==> src/rtl/ctrl_pkg.sv <==
// Shared definitions for the pipeline control slice.
//   mul_state_t : multiplier sequencer states
//   REG_X0      : architectural zero register index (never a hazard source)
//   MUL_LAT_DEF : default number of cycles a MUL-type instruction occupies EX
package ctrl_pkg;

  typedef enum logic [1:0] {
    IDLE = 2'd0,
    BUSY = 2'd1,
    DONE = 2'd2
  } mul_state_t;

  localparam logic [4:0] REG_X0 = 5'd0;

  localparam int unsigned MUL_LAT_DEF = 4;

endpackage

==> src/rtl/mul_sequencer.sv <==
// Multi-cycle multiplier sequencer: FSM plus cycle counter.
// A MUL entering EX in IDLE starts the sequence; the pipe sees mul_busy for MUL_LAT-1 cycles,
// then one DONE cycle (stretched while mem_wait is high) in which mul_done is asserted.
// Ports:
//   clk, rst   : core clock, synchronous active-high reset
//   ex_is_mul  : EX instruction is a MUL-type op (only sampled in IDLE)
//   mem_wait   : data memory not ready; keeps DONE from retiring
//   mul_busy   : multiplier occupies EX (combinational, includes the trigger cycle)
//   mul_done   : multiplier result valid this cycle
module mul_sequencer
  import ctrl_pkg::*;
#(
  parameter int unsigned MUL_LAT = MUL_LAT_DEF,  // legal range 2..15
  parameter int unsigned CNT_W   = 4
) (
  input  logic clk,
  input  logic rst,
  input  logic ex_is_mul,
  input  logic mem_wait,
  output logic mul_busy,
  output logic mul_done
);

  // The trigger cycle counts as busy cycle 1, so the counter starts at 2 and the last busy
  // cycle is the one where the counter reads MUL_LAT-1.
  localparam logic [CNT_W-1:0] FirstCnt = CNT_W'(2);
  localparam logic [CNT_W-1:0] LastCnt  = CNT_W'(MUL_LAT - 1);

  mul_state_t       state_d, state_q;
  logic [CNT_W-1:0] cnt_d, cnt_q;

  always_comb begin
    state_d  = state_q;
    cnt_d    = cnt_q;
    mul_busy = 1'b0;
    mul_done = 1'b0;
    unique case (state_q)
      IDLE: begin
        if (ex_is_mul) begin
          mul_busy = 1'b1;
          cnt_d    = FirstCnt;
          state_d  = (MUL_LAT == 2) ? DONE : BUSY;
        end
      end
      BUSY: begin
        mul_busy = 1'b1;
        if (cnt_q == LastCnt) begin
          state_d = DONE;
        end else begin
          cnt_d = cnt_q + CNT_W'(1);
        end
      end
      DONE: begin
        // Same instruction still sits in EX: no retrigger, leave only once memory is ready.
        mul_done = 1'b1;
        if (!mem_wait) begin
          state_d = IDLE;
        end
      end
      default: state_d = IDLE;
    endcase
    if (rst) begin
      state_d  = IDLE;
      cnt_d    = '0;
      mul_busy = 1'b0;
      mul_done = 1'b0;
    end
  end

  always_ff @(posedge clk) begin
    if (rst) begin
      state_q <= IDLE;
      cnt_q   <= '0;
    end else begin
      state_q <= state_d;
      cnt_q   <= cnt_d;
    end
  end

endmodule

==> src/rtl/pipe_hazard_ctrl.sv <==
// Central pipeline control for the 5-stage core.
// Produces bubble/flush/hold controls for the IF/ID and E registers and the PC from load-use
// detection, EX-stage jump/branch resolution, the multiplier sequencer and memory stalls.
// Ports:
//   clk, rst                  : core clock, synchronous active-high reset (forces outputs to 0)
//   id_rs1_index/id_rs2_index : source indices of the ID instruction
//   id_use_rs1/id_use_rs2     : ID instruction actually reads that source
//   ex_rd_index, ex_is_load   : destination and load flag of the EX instruction
//   ex_is_mul                 : EX instruction is a MUL-type op
//   ex_jb                     : EX jump or taken branch
//   mem_wait                  : data memory not ready
//   e_stall                   : insert a bubble into the E register
//   jb_flush                  : flush IF/ID and E registers
//   e_hold                    : hold the E register
//   pc_hold, ifid_hold        : hold the PC / IF/ID register
//   mul_done                  : multiplier result valid this cycle
module pipe_hazard_ctrl
  import ctrl_pkg::*;
#(
  parameter int unsigned MUL_LAT = MUL_LAT_DEF,
  parameter int unsigned CNT_W   = 4
) (
  input  logic       clk,
  input  logic       rst,
  input  logic [4:0] id_rs1_index,
  input  logic [4:0] id_rs2_index,
  input  logic       id_use_rs1,
  input  logic       id_use_rs2,
  input  logic [4:0] ex_rd_index,
  input  logic       ex_is_load,
  input  logic       ex_is_mul,
  input  logic       ex_jb,
  input  logic       mem_wait,
  output logic       e_stall,
  output logic       jb_flush,
  output logic       e_hold,
  output logic       pc_hold,
  output logic       ifid_hold,
  output logic       mul_done
);

  logic mul_busy;
  logic seq_done;
  logic hazard;

  mul_sequencer #(
    .MUL_LAT(MUL_LAT),
    .CNT_W  (CNT_W)
  ) u_seq (
    .clk      (clk),
    .rst      (rst),
    .ex_is_mul(ex_is_mul),
    .mem_wait (mem_wait),
    .mul_busy (mul_busy),
    .mul_done (seq_done)
  );

  always_comb begin
    hazard = ex_is_load && (ex_rd_index != REG_X0) &&
             ((id_use_rs1 && (id_rs1_index == ex_rd_index)) ||
              (id_use_rs2 && (id_rs2_index == ex_rd_index)));

    // Hold beats flush beats bubble: a held jb stays in EX and is re-evaluated next cycle.
    e_hold    = mul_busy | mem_wait;
    jb_flush  = ex_jb & ~e_hold;
    e_stall   = hazard & ~e_hold & ~ex_jb;
    // On a flush the fetch unit redirects the PC, so no hold is requested.
    pc_hold   = e_hold | e_stall;
    ifid_hold = pc_hold;
    mul_done  = seq_done;

    if (rst) begin
      e_hold    = 1'b0;
      jb_flush  = 1'b0;
      e_stall   = 1'b0;
      pc_hold   = 1'b0;
      ifid_hold = 1'b0;
      mul_done  = 1'b0;
    end
  end

endmodule

==> config.mk <==
export PLATFORM = sky130hd
export DESIGN_NAME = pipe_hazard_ctrl
export DESIGN_NICKNAME = d
export VERILOG_FILES = /design/src/rtl/ctrl_pkg.sv /design/src/rtl/mul_sequencer.sv /design/src/rtl/pipe_hazard_ctrl.sv
export SDC_FILE = /design/constraint.sdc
export NUM_CORES = 1
export LEC_CHECK = 0
export ABC_AREA = 1
export CORE_ASPECT_RATIO = 1.1
export CORE_UTILIZATION = 35
export DETAILED_ROUTE_END_ITERATION = 10
export PLACE_DENSITY_LB_ADDON = 0.25
export SYNTH_ARGS = -nofsm -noshare
export SYNTH_HDL_FRONTEND = slang
export SYNTH_SLANG_ARGS = --single-unit
export TNS_END_PERCENT = 50
==> constraint.sdc <==
create_clock -name clk -period 1.3 [get_ports clk]
set_input_delay 0.26 -clock clk [delete_from_list [all_inputs] [get_ports clk]]
set_output_delay 0.26 -clock clk [all_outputs]
set_load 0.01 [all_outputs]
==> results.sh, run 1 <==
export IMPL_endpoint_kind="output pin"
export IMPL_drtIter0Drc=8
export IMPL_arrival_ns=1.25
export IMPL_cts_root_buf="clkbuf_4"
export IMPL_crit_family="buffers and inverters"
export IMPL_numCtsBuffers=3
export IMPL_nets=181
export IMPL_fmax_ghz=0.662
export IMPL_antenna_found_initial=0
export IMPL_clk_latency_ns=0.24
export IMPL_io_pins=29
export IMPL_r2r_start="u_seq.state_q[0]"
export IMPL_avgSynthCellArea_um2=5.28
export IMPL_crit_type="input pin to output pin"
export IMPL_r2r_setup_slack_ns=0.09
export IMPL_ys_flop_type="dfxtp_1"
export IMPL_area_growth_pct=67.1
export IMPL_initial_utilization_pct=37.9
export IMPL_drt_total_wl_um=1550
export IMPL_synth_area_um2=597
export IMPL_die_h_um=45.3
export IMPL_floorplan_rows=15
export IMPL_seq_area_um2=126
export IMPL_max_stage_delay_ns=0.45
export IMPL_setup_tns_final_ns=-0.819
export IMPL_grt_overflow=0
export IMPL_synth_edf_count=0
export IMPL_worstReg2RegEnd="u_seq.cnt_q[0]"
export IMPL_cp_max_fo=2
export IMPL_yosysMostFrequentCell="nand2_1"
export IMPL_cp_required_ns=1.04
export IMPL_skew_ns=0.00315
export IMPL_worst_path_buf_inv=2
export IMPL_synthArstFlopShare_pct=0
export IMPL_grt_pass1_wl_um=2230
export IMPL_worstMarginPinSlew_ns=0.246
export IMPL_diodes=0
export IMPL_crit_chain="clkdlybuf4s50_1 -> nand2_1 -> nor2_1 -> nand3_1 -> nand2_1 -> nand2_2 -> nand2_2 -> buf_6"
export IMPL_min_path_type="input pin to flip-flop"
export IMPL_port_buffers=28
export IMPL_hold_path_endpoint="u_seq.cnt_q[0]"
export IMPL_ant_nets=0
export IMPL_multi_input_area_um2=399
export IMPL_synth_top_cells_by_count="nand2_1 (38), inv_1 (20), nor2_1 (16)"
export IMPL_violations="setup timing"
export IMPL_die_x_um=41.4
export IMPL_finalMaxSlewViolations=0
export IMPL_clk_pin_slew_ns=0.04
export IMPL_clock_sinks=6
export IMPL_grt_pass1_vias=644
export IMPL_cellLeakagePower_uw=0.000583
export IMPL_synthCells=113
export IMPL_hold_violations=0
export IMPL_hp_start="rst"
export IMPL_period_minus_slack_ns=1.51
export IMPL_seq_area_frac_synth_pct=20.1
export IMPL_syn_nets=137
export IMPL_drc_errors=0
export IMPL_clockBufferDepth=2
export IMPL_synth_top_area_share_pct=23.9
export IMPL_drive_above_1_share_pct=28.4
export IMPL_min_path_cells=4
export IMPL_status="finished, violations left"
export IMPL_rsz0062_at_grt="true"
export IMPL_fin_crit_sh_pct=116
export IMPL_vias_per_cell=4.57
export IMPL_ir_drop_mv=0.288
export IMPL_final_setup_worst_slack_ns=-0.210
export IMPL_finalSetupViolCount=5
export IMPL_die_area_um2=1870
export IMPL_yosysWarnings=0
export IMPL_coreArea_um2=1580
export IMPL_power_density_nw_per_um2=641
export IMPL_ys_top_cells_by_area="nand2_1 (24%), dfxtp_1 (20%), inv_1 (13%)"
export IMPL_yosys_area_top_type="nand2_1"
export IMPL_htreeDepth=1
export IMPL_gr_usage_all_layers_pct=18.0
export IMPL_wl_per_cell_um=9.02
export IMPL_synth_cell_type_count=20
export IMPL_hpwl_um=1290
export IMPL_tritoncts="built"
export IMPL_crit_cells=8
export IMPL_reg2reg_depth=8
export IMPL_synth_seq_cells=6
export IMPL_gp_congestion=0.710
export IMPL_cap_violations=0
export IMPL_first_pass_iters=4
export IMPL_slew_headroom_pct=83.5
export IMPL_cp_slowest_cell="clkdlybuf4s50_1"
export IMPL_vias=786
export IMPL_grt_max_degree=8
export IMPL_start_kind="input pin"
export IMPL_nFillCells=168
export IMPL_fin_hold_ws_ns=0.475
## sequential cells by signal, indices dropped and copies added, names as in the netlist
| register | flops |
|---|---|
| u_seq.state_q | 2 |
| u_seq.cnt_q | 4 |
## tightest hold or removal path, stage by stage
cell	delay, ns
dlygate4sd2_1	0.22
inv_2	0.06
o21ai_0	0.08
nor2_1	0.05
## layout make-up
type / count / share of cell area, %
sequential: 6 / 12.7
multi-input combinational: 81 / 40.0
timing repair buffer: 40 / 33.5
inverter: 25 / 9.41
tap: 17 / 2.13
clock buffer: 3 / 2.26
## metrics by stage
step / total power, µW / worst slack [ns] / utilization [%] / cell area (µm²) / instances
global placement: 470 / -0.786 / 60.9 / 960 / 165
detailed placement: 479 / -0.807 / 60.9 / 960 / 165
CTS: 639 / -0.245 / 62.5 / 985 / 172
floorplan: 341 / 0.0314 / - / 606 / 113
finish: 639 / -0.210 / 63.3 / 997 / 172
global route: 695 / -0.281 / 63.3 / 997 / 172
## what timing repair did
action                                  4_1_cts  5_1_grt
hold buffers                                  0        0
resized for setup                            48        4
setup buffers                                 4        0
pin swaps                                    11        9
hold endpoints to repair                      0        0
endpoints found under the setup margin        6        9
## kinds of logic after synthesis
kind of cell	Yosys count	share of synthesized area [%]
AND/OR/NAND/NOR	72	52.6
adder cells (fa/ha/maj)	1	2.10
flip-flops	6	20.1
buffers and inverters	26	17.0
AO/OA/AOI/OAI	8	8.17
## per-layer routing
metal | wire, µm | vias up | part of all wire, % | GRT usage [%]
met4 | 17 | 0 | 1.1 | 9.68
met1 | 571 | 339 | 37 | 14.5
met2 | 907 | 21 | 58 | 37.5
met5 | 0 | - | 0 | 0
met3 | 55 | 3 | 3.5 | 1.48
li1 | - | 423 | - | -
## where the power goes
part | internal, µW | leakage (µW) | switching (µW)
Sequential | 197 | 0.0000505 | 9.79
Combinational | 137 | 0.000518 | 132
Clock | 104 | 0.0000138 | 59.7
## how the worst max path moves through the flow
stage | slack (ns) | endpoint | from
floorplan | 0.03 | pc_hold | u_seq.state_q[0]
global placement | -0.79 | ifid_hold | ex_rd_index[4]
detailed placement | -0.81 | ifid_hold | ex_rd_index[4]
CTS | -0.24 | ifid_hold | u_seq.state_q[0]
global route | -0.28 | pc_hold | u_seq.state_q[0]
finish | -0.21 | ifid_hold | id_use_rs1
## cell usage in the layout, fill, tap and decap left out, types with 2 or more instances in the layout
cell / count
inv_2: 6
buf_6: 2
dfxtp_1: 3
nand2_1: 36
dfxtp_2: 2
a21oi_1: 3
nand2_2: 6
clkdlybuf4s50_1: 4
buf_4: 12
nand3_1: 7
nor2_1: 16
nand4_1: 2
inv_1: 19
clkbuf_4: 3
dlygate4sd2_1: 17
buf_2: 4
Note: power is estimated with default switching activity, not from simulation.
==> run 2: changes to the inputs <==
--- a/config.mk
+++ b/config.mk
@@ -7,7 +7,9 @@
 export LEC_CHECK = 0
 export ABC_AREA = 1
 export CORE_ASPECT_RATIO = 1.1
+export CORE_MARGIN = 2
 export CORE_UTILIZATION = 35
+export CTS_CLUSTER_SIZE = 25
 export DETAILED_ROUTE_END_ITERATION = 10
 export PLACE_DENSITY_LB_ADDON = 0.25
 export SYNTH_ARGS = -nofsm -noshare
==> results.sh, run 2 (synthesis results as in run 1) <==
export IMPL_status="finished, violations left"
export IMPL_violations="setup timing"
export IMPL_use_met2_pct=34.0
export IMPL_die_area_um2=2050
export IMPL_layout_cells_non_filler=175
export IMPL_fmax_ghz=0.656
export IMPL_reg_top3="u_seq.cnt_q x4, u_seq.state_q x2"
export IMPL_cp_max_fo=3
export IMPL_grt_pass1_vias=704
export IMPL_io_pins=29
export IMPL_first_pass_iters=4
export IMPL_start_kind="flip-flop"
export IMPL_htreeDepth=1
export IMPL_placed_area_um2=952
export IMPL_drtIter0Drc=10
export IMPL_area_growth_pct=70.2
export IMPL_cellLeakagePower_uw=0.000592
export IMPL_arrival_ns=1.27
export IMPL_use_met1_pct=15.2
export IMPL_hold_violations=0
export IMPL_grt_busiest_layer="met2"
export IMPL_clk_pin_slew_ns=0.04
export IMPL_cp_required_ns=1.04
export IMPL_dpl_cell_count=164
export IMPL_ir_drop_mv=0.312
export IMPL_ant_nets=0
export IMPL_clk_latency_ns=0.24
export IMPL_final_cell_mix="nand2_1 (36), inv_1 (17), dlygate4sd2_1 (17)"
export IMPL_skew_ns=0.00158
export IMPL_gr_usage_all_layers_pct=16.4
export IMPL_nets=184
export IMPL_grt_pass1_wl_um=2500
export IMPL_die_x_um=43.4
export IMPL_min_path_type="input pin to flip-flop"
export IMPL_fin_crit_sh_pct=117
export IMPL_vias=806
export IMPL_period_minus_slack_ns=1.53
export IMPL_finalMaxSlewViolations=0
export IMPL_final_setup_worst_slack_ns=-0.225
export IMPL_crit_type="flip-flop to output pin"
export IMPL_port_buffers=28
export IMPL_gp_congestion=0.765
export IMPL_grt_overflow=0
export IMPL_drive_above_1_share_pct=29.7
export IMPL_cts_root_buf="clkbuf_4"
export IMPL_top_register="u_seq.cnt_q"
export IMPL_clockBufferDepth=2
export IMPL_grt_max_degree=8
export IMPL_final_common_cell="nand2_1"
export IMPL_stdcell_area_um2=1020
export IMPL_slew_headroom_pct=82.9
export IMPL_nFillCells=162
export IMPL_floorplan_rows=15
export IMPL_largest_reg_flops=4
export IMPL_tritoncts="built"
export IMPL_cap_violations=0
export IMPL_power_density_nw_per_um2=649
export IMPL_finalSetupViolCount=8
export IMPL_clock_sinks=6
export IMPL_antenna_found_initial=0
export IMPL_diodes=0
export IMPL_numCtsBuffers=3
export IMPL_rsz0062_at_grt="true"
export IMPL_use_met3_pct=1.54
export IMPL_drt_total_wl_um=1670
export IMPL_initial_utilization_pct=37.9
export IMPL_seq_area_um2=125
export IMPL_multi_input_area_um2=388
export IMPL_hold_buffers=0
export IMPL_die_h_um=47.3
export IMPL_hpwl_um=1290
export IMPL_endpoint_kind="output pin"
export IMPL_vias_per_cell=4.61
export IMPL_worstMarginPinSlew_ns=0.255
export IMPL_wl_per_cell_um=9.54
export IMPL_coreArea_um2=1580
export IMPL_drc_errors=0
## run 2: cell types whose count changed in the layout (fill, tap and decap cells not counted), sizes merged
| cell | change |
|---|---|
| buf | +3 |
## run 2: cell type report
class                   count  area share (%)
multi-input cells          81            38.2
repair buffers             43            35.7
flip-flops and latches      6            12.3
inverters                  25            9.48
clock buffers               3            2.22
well taps                  17            2.09
## run 2: report_power, final
group	internal (µW)	switching, µW	total [µW]
clock	104	60.5	165
combinational	151	137	288
sequential	196	11.1	207
## run 2: critical path, stage by stage, from the launching register on
cell and delay, ns:
dfxtp_2 0.35, inv_4 0.05, nor2_4 0.08, inv_2 0.05, nand2_2 0.07, nand2_2 0.05
nand2_2 0.08, nor2_2 0.04, nand2_2 0.07, nand2_2 0.06, buf_6 0.12
## run 2: layer usage
layer / part of all wire (%) / vias to the layer above
met5: 0 / -
li1: - / 431
met1: 38 / 343
met3: 4.6 / 8
met2: 55 / 24
met4: 2.3 / 0
## run 2: worst paths after layout
check	startpoint	to	slack (ns)	depth (start not counted)
worst max-delay path	u_seq.state_q[0]	pc_hold	-0.23	10
worst min-delay path	rst	u_seq.cnt_q[1]	0.48	3
worst max register to register	u_seq.state_q[0]	u_seq.cnt_q[1]	-0.16	10
worst min register to register	u_seq.cnt_q[1]	u_seq.cnt_q[1]	0.50	2
## run 2: through the flow
stage          setup slack, ns  hold WS (ns)  power, µW  TNS (ns)  util [%]
2_1_floorplan           0.0314         0.322        341         0         -
3_3_place_gp            -0.786         0.475        466     -4.37      60.4
3_5_place_dp            -0.806         0.486        474     -4.57      60.4
4_1_cts                 -0.239         0.472        658     -1.16      63.3
5_1_grt                 -0.309         0.492        704     -1.77      64.4
6_report                -0.225         0.482        659     -1.20      64.4
## run 2: repair_timing
| item | in CTS | in global routing |
|---|---|---|
| cloned | 0 | 0 |
| setup endpoints to repair | 6 | 9 |
| buffers inserted | 7 | 1 |
| gates resized for setup | 49 | 4 |
| pin swaps | 7 | 7 |
